===== src/rtl/cpm_reg_pipe.sv =====
// Elastic DEPTH-stage register pipe with per-stage valid; a word is takeable DEPTH cycles after its accept.
// OutReady back-pressure ripples down the accept chain, but empty stages keep filling while stalled.
module cpm_reg_pipe #(
   parameter int DW = 8,
   parameter int DEPTH = 2,
   parameter logic [DW-1:0] RST_DAT = '0,
   localparam int CW = $clog2(DEPTH + 1)
) (
   input  logic          Clk,
   input  logic          Rst,
   input  logic          Clear,
   input  logic [DW-1:0] DataClr,
   input  logic          Enable,
   input  logic          InValid,
   output logic          InReady,
   input  logic [DW-1:0] DataIn,
   output logic          OutValid,
   input  logic          OutReady,
   output logic [DW-1:0] DataOut,
   output logic [CW-1:0] Count
);

   logic [DW-1:0]    d [DEPTH];
   logic [DEPTH-1:0] v;
   logic [DEPTH-1:0] acc;
   logic [DEPTH-1:0] src_v;
   logic [DW-1:0]    src_d [DEPTH];
   logic             run;

   assign run = Enable & ~Clear;

   // A stage can accept when it or any stage after it has a hole, or the
   // output drains; written flat so the chain has no combinational self-loop.
   for (genvar i = 0; i < DEPTH; i++) begin : g_stage
      assign acc[i] = OutReady | ~(&v[DEPTH-1:i]);
      if (i == 0) begin : g_head
         assign src_v[i] = InValid;
         assign src_d[i] = DataIn;
      end else begin : g_body
         assign src_v[i] = v[i-1];
         assign src_d[i] = d[i-1];
      end
   end

   always_ff @(posedge Clk or posedge Rst) begin
      if (Rst) begin
         v <= '0;
         for (int i = 0; i < DEPTH; i++) d[i] <= RST_DAT;
      end else if (Clear) begin
         v <= '0;
         for (int i = 0; i < DEPTH; i++) d[i] <= DataClr;
      end else if (Enable) begin
         for (int i = 0; i < DEPTH; i++) begin
            if (acc[i]) begin
               v[i] <= src_v[i];
               if (src_v[i]) d[i] <= src_d[i];
            end
         end
      end
   end

   always_comb begin
      Count = '0;
      for (int i = 0; i < DEPTH; i++) Count = Count + CW'(v[i]);
   end

   assign InReady  = run & acc[0];
   assign OutValid = run & v[DEPTH-1];
   assign DataOut  = d[DEPTH-1];

endmodule


===== config.mk =====
export PLATFORM = sky130hd
export DESIGN_NAME = cpm_reg_pipe
export DESIGN_NICKNAME = d
export VERILOG_FILES = /design/src/rtl/cpm_reg_pipe.sv
export SDC_FILE = /design/constraint.sdc
export NUM_CORES = 1
export LEC_CHECK = 0
export BUFFER_PORTS_ARGS = -buffer_cell sky130_fd_sc_hd__clkbuf_2
export CAP_MARGIN = 10
export CORE_ASPECT_RATIO = 1.5
export CORE_MARGIN = 4
export CORE_UTILIZATION = 49
export CTS_CLUSTER_SIZE = 40
export DETAILED_ROUTE_END_ITERATION = 8
export HOLD_SLACK_MARGIN = 0.1
export PLACE_DENSITY = 0.82
export SLEW_MARGIN = 20
export SYNTH_ARGS = -nofsm -noshare
export SYNTH_HDL_FRONTEND = slang
export SYNTH_SLANG_ARGS = --single-unit

===== constraint.sdc =====
create_clock -name Clk -period 1.6 [get_ports Clk]
set_input_delay 0.32 -clock Clk [delete_from_list [all_inputs] [get_ports Clk]]
set_output_delay 0.32 -clock Clk [all_outputs]
set_load 0.02 [all_outputs]

# After elaboration in Yosys (flattened, before gate mapping)
# Cells that the tools add are included.
[word_totals]
wordCells = 33
register_bits = 18
input_bits = 22
output_inout_bits = 12
[op_classes]
bitwise_logic = 8
mux = 10
add_sub_neg = 1
n_reduce_logical = 10
[op_table]
columns = ["op", "n"]
rows = [
  ["two-way mux 16 bit", 2],
  ["two-way mux 8 bit", 4],
  ["nonzero test 2 bit", 5],
  ["AND reduction 2 bit", 3],
  ["AND reduction 3 bit", 2],
  ["two-way mux 2 bit", 2],
  ["bitwise AND 1 bit", 3],
  ["inverter 1 bit", 3],
  ["adder 1 x 1 -> 2 bit", 1],
  ["two-way mux 1 bit", 2],
  ["bitwise OR 1 bit", 2],
]

# Depth between registers and ports, before layout
# Gate-level depths: netlist of the first run.
[depth]
word_depth = 6
mapped_depth = 5
ltp_nobuf = 4

# Worst setup path after synthesis of the first run
# OpenSTA, ideal clock, no wires.
[synth_timing]
kind = "flip-flop to output port"
from = "register v[0]"
to = "output port InReady"
arrival_time_ns = 1.468
stages_incl_launch_ff = 5
setup_slack_ns = -0.188
required_ns = 1.280
n_path_buf = 1
cell_sequence = "dfrtp_1 > ha_1 > nor2b_1 > clkbuf_1 > nor3_1"
[synth_between]
elab_chain_len = 4
[synth_lines]
columns = ["item", "line", "text"]
rows = [
  ["from (decl)", "24", "logic [DEPTH-1:0] v;"],
  ["from (signal, indexed assignment)", "55", "v[i] <= src_v[i];"],
  ["AND reduction 2 bit", "35", "assign acc[i] = OutReady | ~(&v[DEPTH-1:i]);"],
  ["inverter 1 bit", "35", ""],
  ["bitwise OR 1 bit", "35", ""],
  ["bitwise AND 1 bit", "67", "assign InReady = run & acc[0];"],
  ["to (decl)", "15", "output logic InReady,"],
]
# Every way passes these cells.

# Worst setup path in the final report of the first run
# Same ends and word-level chain as after synthesis.

==> results.txt, run 1 <==
* Port buffer count: 33
- After clock tree synthesis, the clock-pin slew on the worst setup and hold paths is 0.09 ns.
- The mapped netlist covers 1030 µm².
- STA classifies the critical path endpoint as a primary output.
- Share of cells above drive strength 1: 44.8%
- Setup Viol. Count Final: 1
- Yosys instantiated no cell more often than dfrtp_1.
- Global route total overflow: 0
* Worst reg2reg path endpoint: d[8]$_DFFE_PP0P_
- Leak Pwr: 0.514 nW
* Synthesis warning total: 0
- Count of unresolved DRC violations after routing: 0
* Post-Syn Instances: 100
- For the finished layout, the period the worst path requires is 1.62 ns.
- The flow ran to the end, but the final reports show violations.
- MaxCap Viol Count: 0
- Met3 Track Usage GR: under 10%
- Overall die height: around 64 µm
- Post-route clock period utilization: 101%
- Register-to-Register Setup Slack: 0.15 ns
* Worst min-delay path category: in -> async
- In this run, CTS created clock tree buffers numbering 3.
- GPL Wtd Cong: between 0.7 and 0.8
- Slew margin rel.: a little under three fifths
* Initial core utilization: 50.8%
- Final #Nets: 150
* Unrepaired setup endpoints after global routing: yes
- Sequential fraction of the synthesis area: 43.7%
- In this run, distinct cell masters in the synthesized netlist total 22.
- The number of nets in the synthesized netlist is 123.
- For the worst setup path, the data required time is 1.28 ns.
- Critical path data arrival time: 1.30 ns
- Global routing used 22.0% of the available met1 tracks.
- In the synthesized netlist the dominant register cell turns out to be dfrtp_1.
* Setup Skew: 0.00264 ns
* Startpoint type of the worst setup path: flop
- CP peak stage delay: roughly 0.40 ns
- The worst register-to-register path begins at v[0]$_DFFE_PP0P_.
* Number of global-route vias before repair: around 800
* Detail Route Antenna Nets: 0
- Vias per cell: 5.82
- Worst slack after detailed placement: approximately 0.079 ns
- Pwr per Cell Area: 801 nW/µm²
- Final worst setup slack: -0.0177 ns
- Boundary pin count: 34
- Syn Area/Cell: 10.3 µm²
- Synthesis-stage register bit count: 18
* Worst path cell trace: ha_2, nor2b_4, nor3_4, clkbuf_8
- Violations in the final reports: setup timing
* Initial detailed-routing violation count: 41
- For this design, the CTS-stage hold fixing added 0 buffers.
* Number of flops mapped to enable cells by yosys: 0
- Layout overhead on the synthesized area: 16.8%
- Max Fanout on Critical Path: 3
- The worst setup path is of the reg -> out kind.
- Core Region: 2030 µm²
* Detailed-route wire length: 2.32 mm
- The slowest stage of the critical path belongs to the cell dfrtp_1.
- First-pass GRT wire length: 3.73 mm
- Final number of max-transition violations: 0
- Level count of the clock H-tree: 1
* Worst-case reg-to-reg path depth: 4
- The die is 45.4 µm wide.
* Area contributors post-synth: dfrtp_1, a211oi_2, a311oi_1, buf_4, a211oi_1
- Buffer levels on the longest clock path: 2
- For the pin with the worst max-slew slack, the measured transition is 0.670 ns.
- Across all layers, the routed design uses roughly 860 vias.
- Max IR drop VDD: 0.000481 V
- Proportion of netlist area held by the largest area contributor: about 44%
- The layer flagged by global routing as most heavily used is met2.
* TritonCTS clock tree: done
- Power after layout: 0.963 mW
* Synth top cells by count: dfrtp_1, nor2_1, buf_4, nor2b_1
- Timing would allow up to 618 MHz.
- The final number of hold-violating endpoints came to 0.
- Row count: 20
- DRT Pass-1 Iters: 4
* Final HPWL from detailed placement: 1.65 mm
- For this run, global-route usage on met2 was measured as around 28%.
* Die Outline Area: between 2000 and 3000 µm²
* Latest clock arrival within the worst-skew pair: just under 0.3 ns
* Antenna fix cells: 0
- Clk sinks: 18
* Antenna violations before repair: 0
* Largest area contributor in the synthesized netlist: dfrtp_1
- For this run, the total global-route usage over all layers was measured as 17.6%.
- Pin count of the biggest net entering global routing: 25
* Clock root buffer: clkbuf_4
- Final routed wire length divided by cell count: ~16 µm
- Async SR Flop Fraction: 100%
repair_timing:
item / 4_1_cts / 5_1_grt
buffers inserted: 1 / 1
endpoints found under the setup margin: 1 / 1
pin swaps: 1 / 1
resized for setup: 5 / 0
per-stage QoR:
step / utilization (%) / instance area (µm²) / hold slack [ns] / setup TNS [ns] / std cells
5_1_grt: 59.3 / 1200 / 0.175 / -0.0598 / 147
6_report: 59.3 / 1200 / 0.0880 / -0.0177 / 147
4_1_cts: 59.0 / 1190 / 0.121 / -0.0130 / 146
3_3_place_gp: 56.5 / 1150 / 0.423 / 0 / 142
2_1_floorplan: - / 1040 / 0.259 / 0 / 100
3_5_place_dp: 56.5 / 1150 / 0.440 / 0 / 142
worst max-delay path, delay by kind of cell, from the launching register on:
kind          cells  cell delay (ns)
buf+inv           1             0.17
simple gates      2             0.24
flops             1             0.40
fa+ha+maj         1             0.19
how the worst max path moves through the flow:
stage                      from                end  slack, ns  cells past startpoint
3_3_place_gp   v[1]$_DFFE_PP0P_  d[15]$_DFFE_PP0P_       0.16                      4
4_1_cts        v[1]$_DFFE_PP0P_            InReady      -0.01                      4
3_5_place_dp   v[1]$_DFFE_PP0P_   d[8]$_DFFE_PP0P_       0.08                      4
2_1_floorplan  v[0]$_DFFE_PP0P_            InReady       0.03                      4
5_1_grt        v[0]$_DFFE_PP0P_            InReady      -0.06                      4
6_report       v[0]$_DFFE_PP0P_            InReady      -0.02                      4
per-layer routing:
metal | vias to the layer above | wire, µm
met1 | 408 | 943
met5 | - | 0
met3 | 7 | 131
met4 | 0 | 71
met2 | 28 | 1170
li1 | 413 | -
final cells by class:
| cell class | instances | area [µm²] |
|---|---|---|
| fillers | 187 | 825 |
| multi-input cells | 62 | 468 |
| flip-flops and latches | 18 | 450 |
| repair buffers | 40 | 226 |
| well taps | 22 | 27.5 |
| clock buffers | 3 | 22.5 |
| inverters | 2 | 7.51 |
cell usage in the layout, fill, tap and decap left out, types with 2 or more instances in the layout:
cell type  instances
a211oi_1           8
a211oi_2           8
a311oi_1           8
buf_4              7
clkbuf_2          32
clkbuf_4           3
dfrtp_1           18
inv_1              2
nand2_1            2
nor2_1            10
nor2b_1            8
nor4_1             8
registers in the layout, summed over array words and instances (netlist names):
signal	count
d	8
DataOut	8
v	2
power breakdown:
| part | leakage (nW) | switching [mW] | total (mW) | internal, mW |
|---|---|---|---|---|
| clock | 0.0138 | 0.131 | 0.219 | 0.0877 |
| sequential | 0.205 | 0.0196 | 0.517 | 0.498 |
| combinational | 0.295 | 0.134 | 0.226 | 0.0918 |
logic make-up after synthesis:
kind of cell             synth area share [%]
AND/OR/NAND/NOR                          18.1
AO/OA/AOI/OAI                            24.1
buffers and inverters                    12.9
flip-flops                               43.7
adder cells (fa/ha/maj)                  1.21
Note: power is estimated with default switching activity, not from simulation.
==> inputs of run 2 (changes only) <==
Clock period 1.6 ns to 1.8 ns, I/O delays scaled along.
==> results.txt, run 2 (same netlist as run 1, synthesis figures left out) <==
- Worst setup path startpoint: v[1]$_DFFE_PP0P_
- Via total after detailed routing: 900
- The worst-case IR drop observed on VDD is 0.000455 V.
- Antenna violations before repair: 0
- Between clock sinks in the finished design, the worst skew comes to 0.00292 ns.
- The floorplan has 20 rows.
- Detail Route Antenna Nets: 0
- Util after Layout: 57.3%
* Leading cell type in the layout, fill and taps excluded: clkbuf_2
* Core Region: 2030 µm²
- Count of unresolved DRC violations after routing: 0
- Wires add up to 2.40 mm.
* Final #Nets: between 100 and 150
* Setup TNS after final layout: 0 ns
- Overall die height: 64.1 µm
- TritonCTS clock tree: done
- The design draws 0.854 mW.
* Source of the worst register-to-register timing path: v[1]$_DFFE_PP0P_
- At the end of routability-driven placement, the weighted congestion stood at about 0.75.
- Pin count of the biggest net entering global routing: 19
- On the final layout, the worst hold slack is 0.143 ns.
* Post-route clock period utilization: 94.9%
* Critical path data arrival time: ~1.4 ns
* Inserted Clock Buffers: 3
- Number of global-route vias before repair: 877
- Compared with the post-synthesis result, the final layout area differs by 12.9%.
- After the first detailed-routing iteration, the DRC count stood at 36.
* Min Clock Period, post-route: 1.71 ns
- Along the worst path, the maximum fanout reaches 3.
* First-pass GRT wire length: 3.91 mm
* Register-to-Register Setup Slack: 0.30 ns
* Port buffer count: 33
- The clock reaches the later pin of the worst-skew pair after 0.29 ns.
- Worst-case reg-to-reg path depth: 4
* Setup Viol. Count Final: 0
- Antenna fix cells: 0
- Outcome: completed
- Final routed wire length divided by cell count: 16.6 µm
* Initial core utilization: about half
* Slew margin rel.: 53.7%
- Unrepaired setup endpoints after global routing: no
* Vias per cell: roughly 6.2
- The final number of hold-violating endpoints came to 0.
* Clock root buffer: clkbuf_4
- At the worst endpoint, the required time is between 1 and 1.5 ns.
- Final HPWL from detailed placement: 1.74 mm
* Clk sinks: 18
- Global route total overflow: 0
* Share of cells above drive strength 1: a little over two fifths
- Level count of the clock H-tree: 1
- Final worst setup slack: 0.0910 ns
- Measured along the x axis, the die boundary spans 45.4 µm.
- Category of the worst setup path capture point: primary output
- The library cells used most frequently in the layout, excluding fill and tap cells, are clkbuf_2, dfrtp_1, nor2_1.
* Worst min-delay path category: in -> async
- Achievable clock frequency: 585 MHz
- Gr usage total: 18.1%
- DRT Pass-1 Iters: 5
- Post-CTS clock slew at the launch and capture registers of the worst setup and hold paths: around 0.10 ns
- Startpoint type of the worst setup path: flop
- Dividing total power by cell area gives a power density of 735 nW/µm².
* Final number of max-transition violations: 0
- During I/O placement, the number of pins put on the boundary was 34.
* Startpoint-to-endpoint class of the critical path: reg -> out
- The analysis attributes to cell leakage a power of 0.502 nW.
- Number of hold buffers added after cts: 0
* Worst slack after detailed placement: between 0.2 and 0.25 ns
* Worst Max-Slew Pin Slew: 0.694 ns
- MaxCap Viol Count: 0
- Die Outline Area: 2910 µm²
* Buffer levels on the longest clock path: 2
[run 2: cell count changes in the layout (fill, tap and decap cells not counted), sizes merged]
cell / before / now
buf: 7 / 6
clkbuf: 36 / 35
[run 2: power by group]
part,switching [mW],internal [mW],leakage (nW)
Sequential,0.0171,0.442,0.205
Clock,0.121,0.0777,0.0138
Combinational,0.119,0.0773,0.283
[run 2: final timing paths]
| kind | to |
|---|---|
| hold / removal | v[1]$_DFFE_PP0P_ |
| max in group asynchronous | DataOut[4]$_DFFE_PP0P_ |
| setup reg to reg | d[9]$_DFFE_PP0P_ |
| hold reg to reg | v[1]$_DFFE_PP0P_ |
| setup / recovery | InReady |
| min in group Clk | DataOut[1]$_DFFE_PP0P_ |
[run 2: per-layer routing]
layer  up-vias  global-route usage, %  share of wire (%)
li1        408                      -                  -
met1       447                   22.2                 40
met2        36                   29.5                 52
met3         9                   4.51                6.5
met4         0                   6.59                1.7
met5         -                      0                  0
[run 2: what timing repair did]
action | 4_1_cts | 5_1_grt
setup endpoints to repair | 0 | 1
buffers inserted | 0 | 1
resized for setup | 0 | 1
[run 2: through the flow]
stage               instances  instance area (µm²)
floorplan                 100                 1030
global placement          141                 1130
detailed placement        141                 1130
CTS                       144                 1150
global route              145                 1160
finish                    145                 1160
[run 2: final cells by class]
cell class	instances	area, µm²
clock buffer	3	22.5
fill	188	865
inverter	2	7.51
multi-input combinational	62	452
sequential	18	450
tap	22	27.5
timing repair buffer	38	203
[run 2: critical path, cell delays in order (launching register included)]
cell and delay (ns):
dfrtp_1 0.42, ha_1 0.20, nor2b_1 0.16, nor3_2 0.10, buf_2 0.18
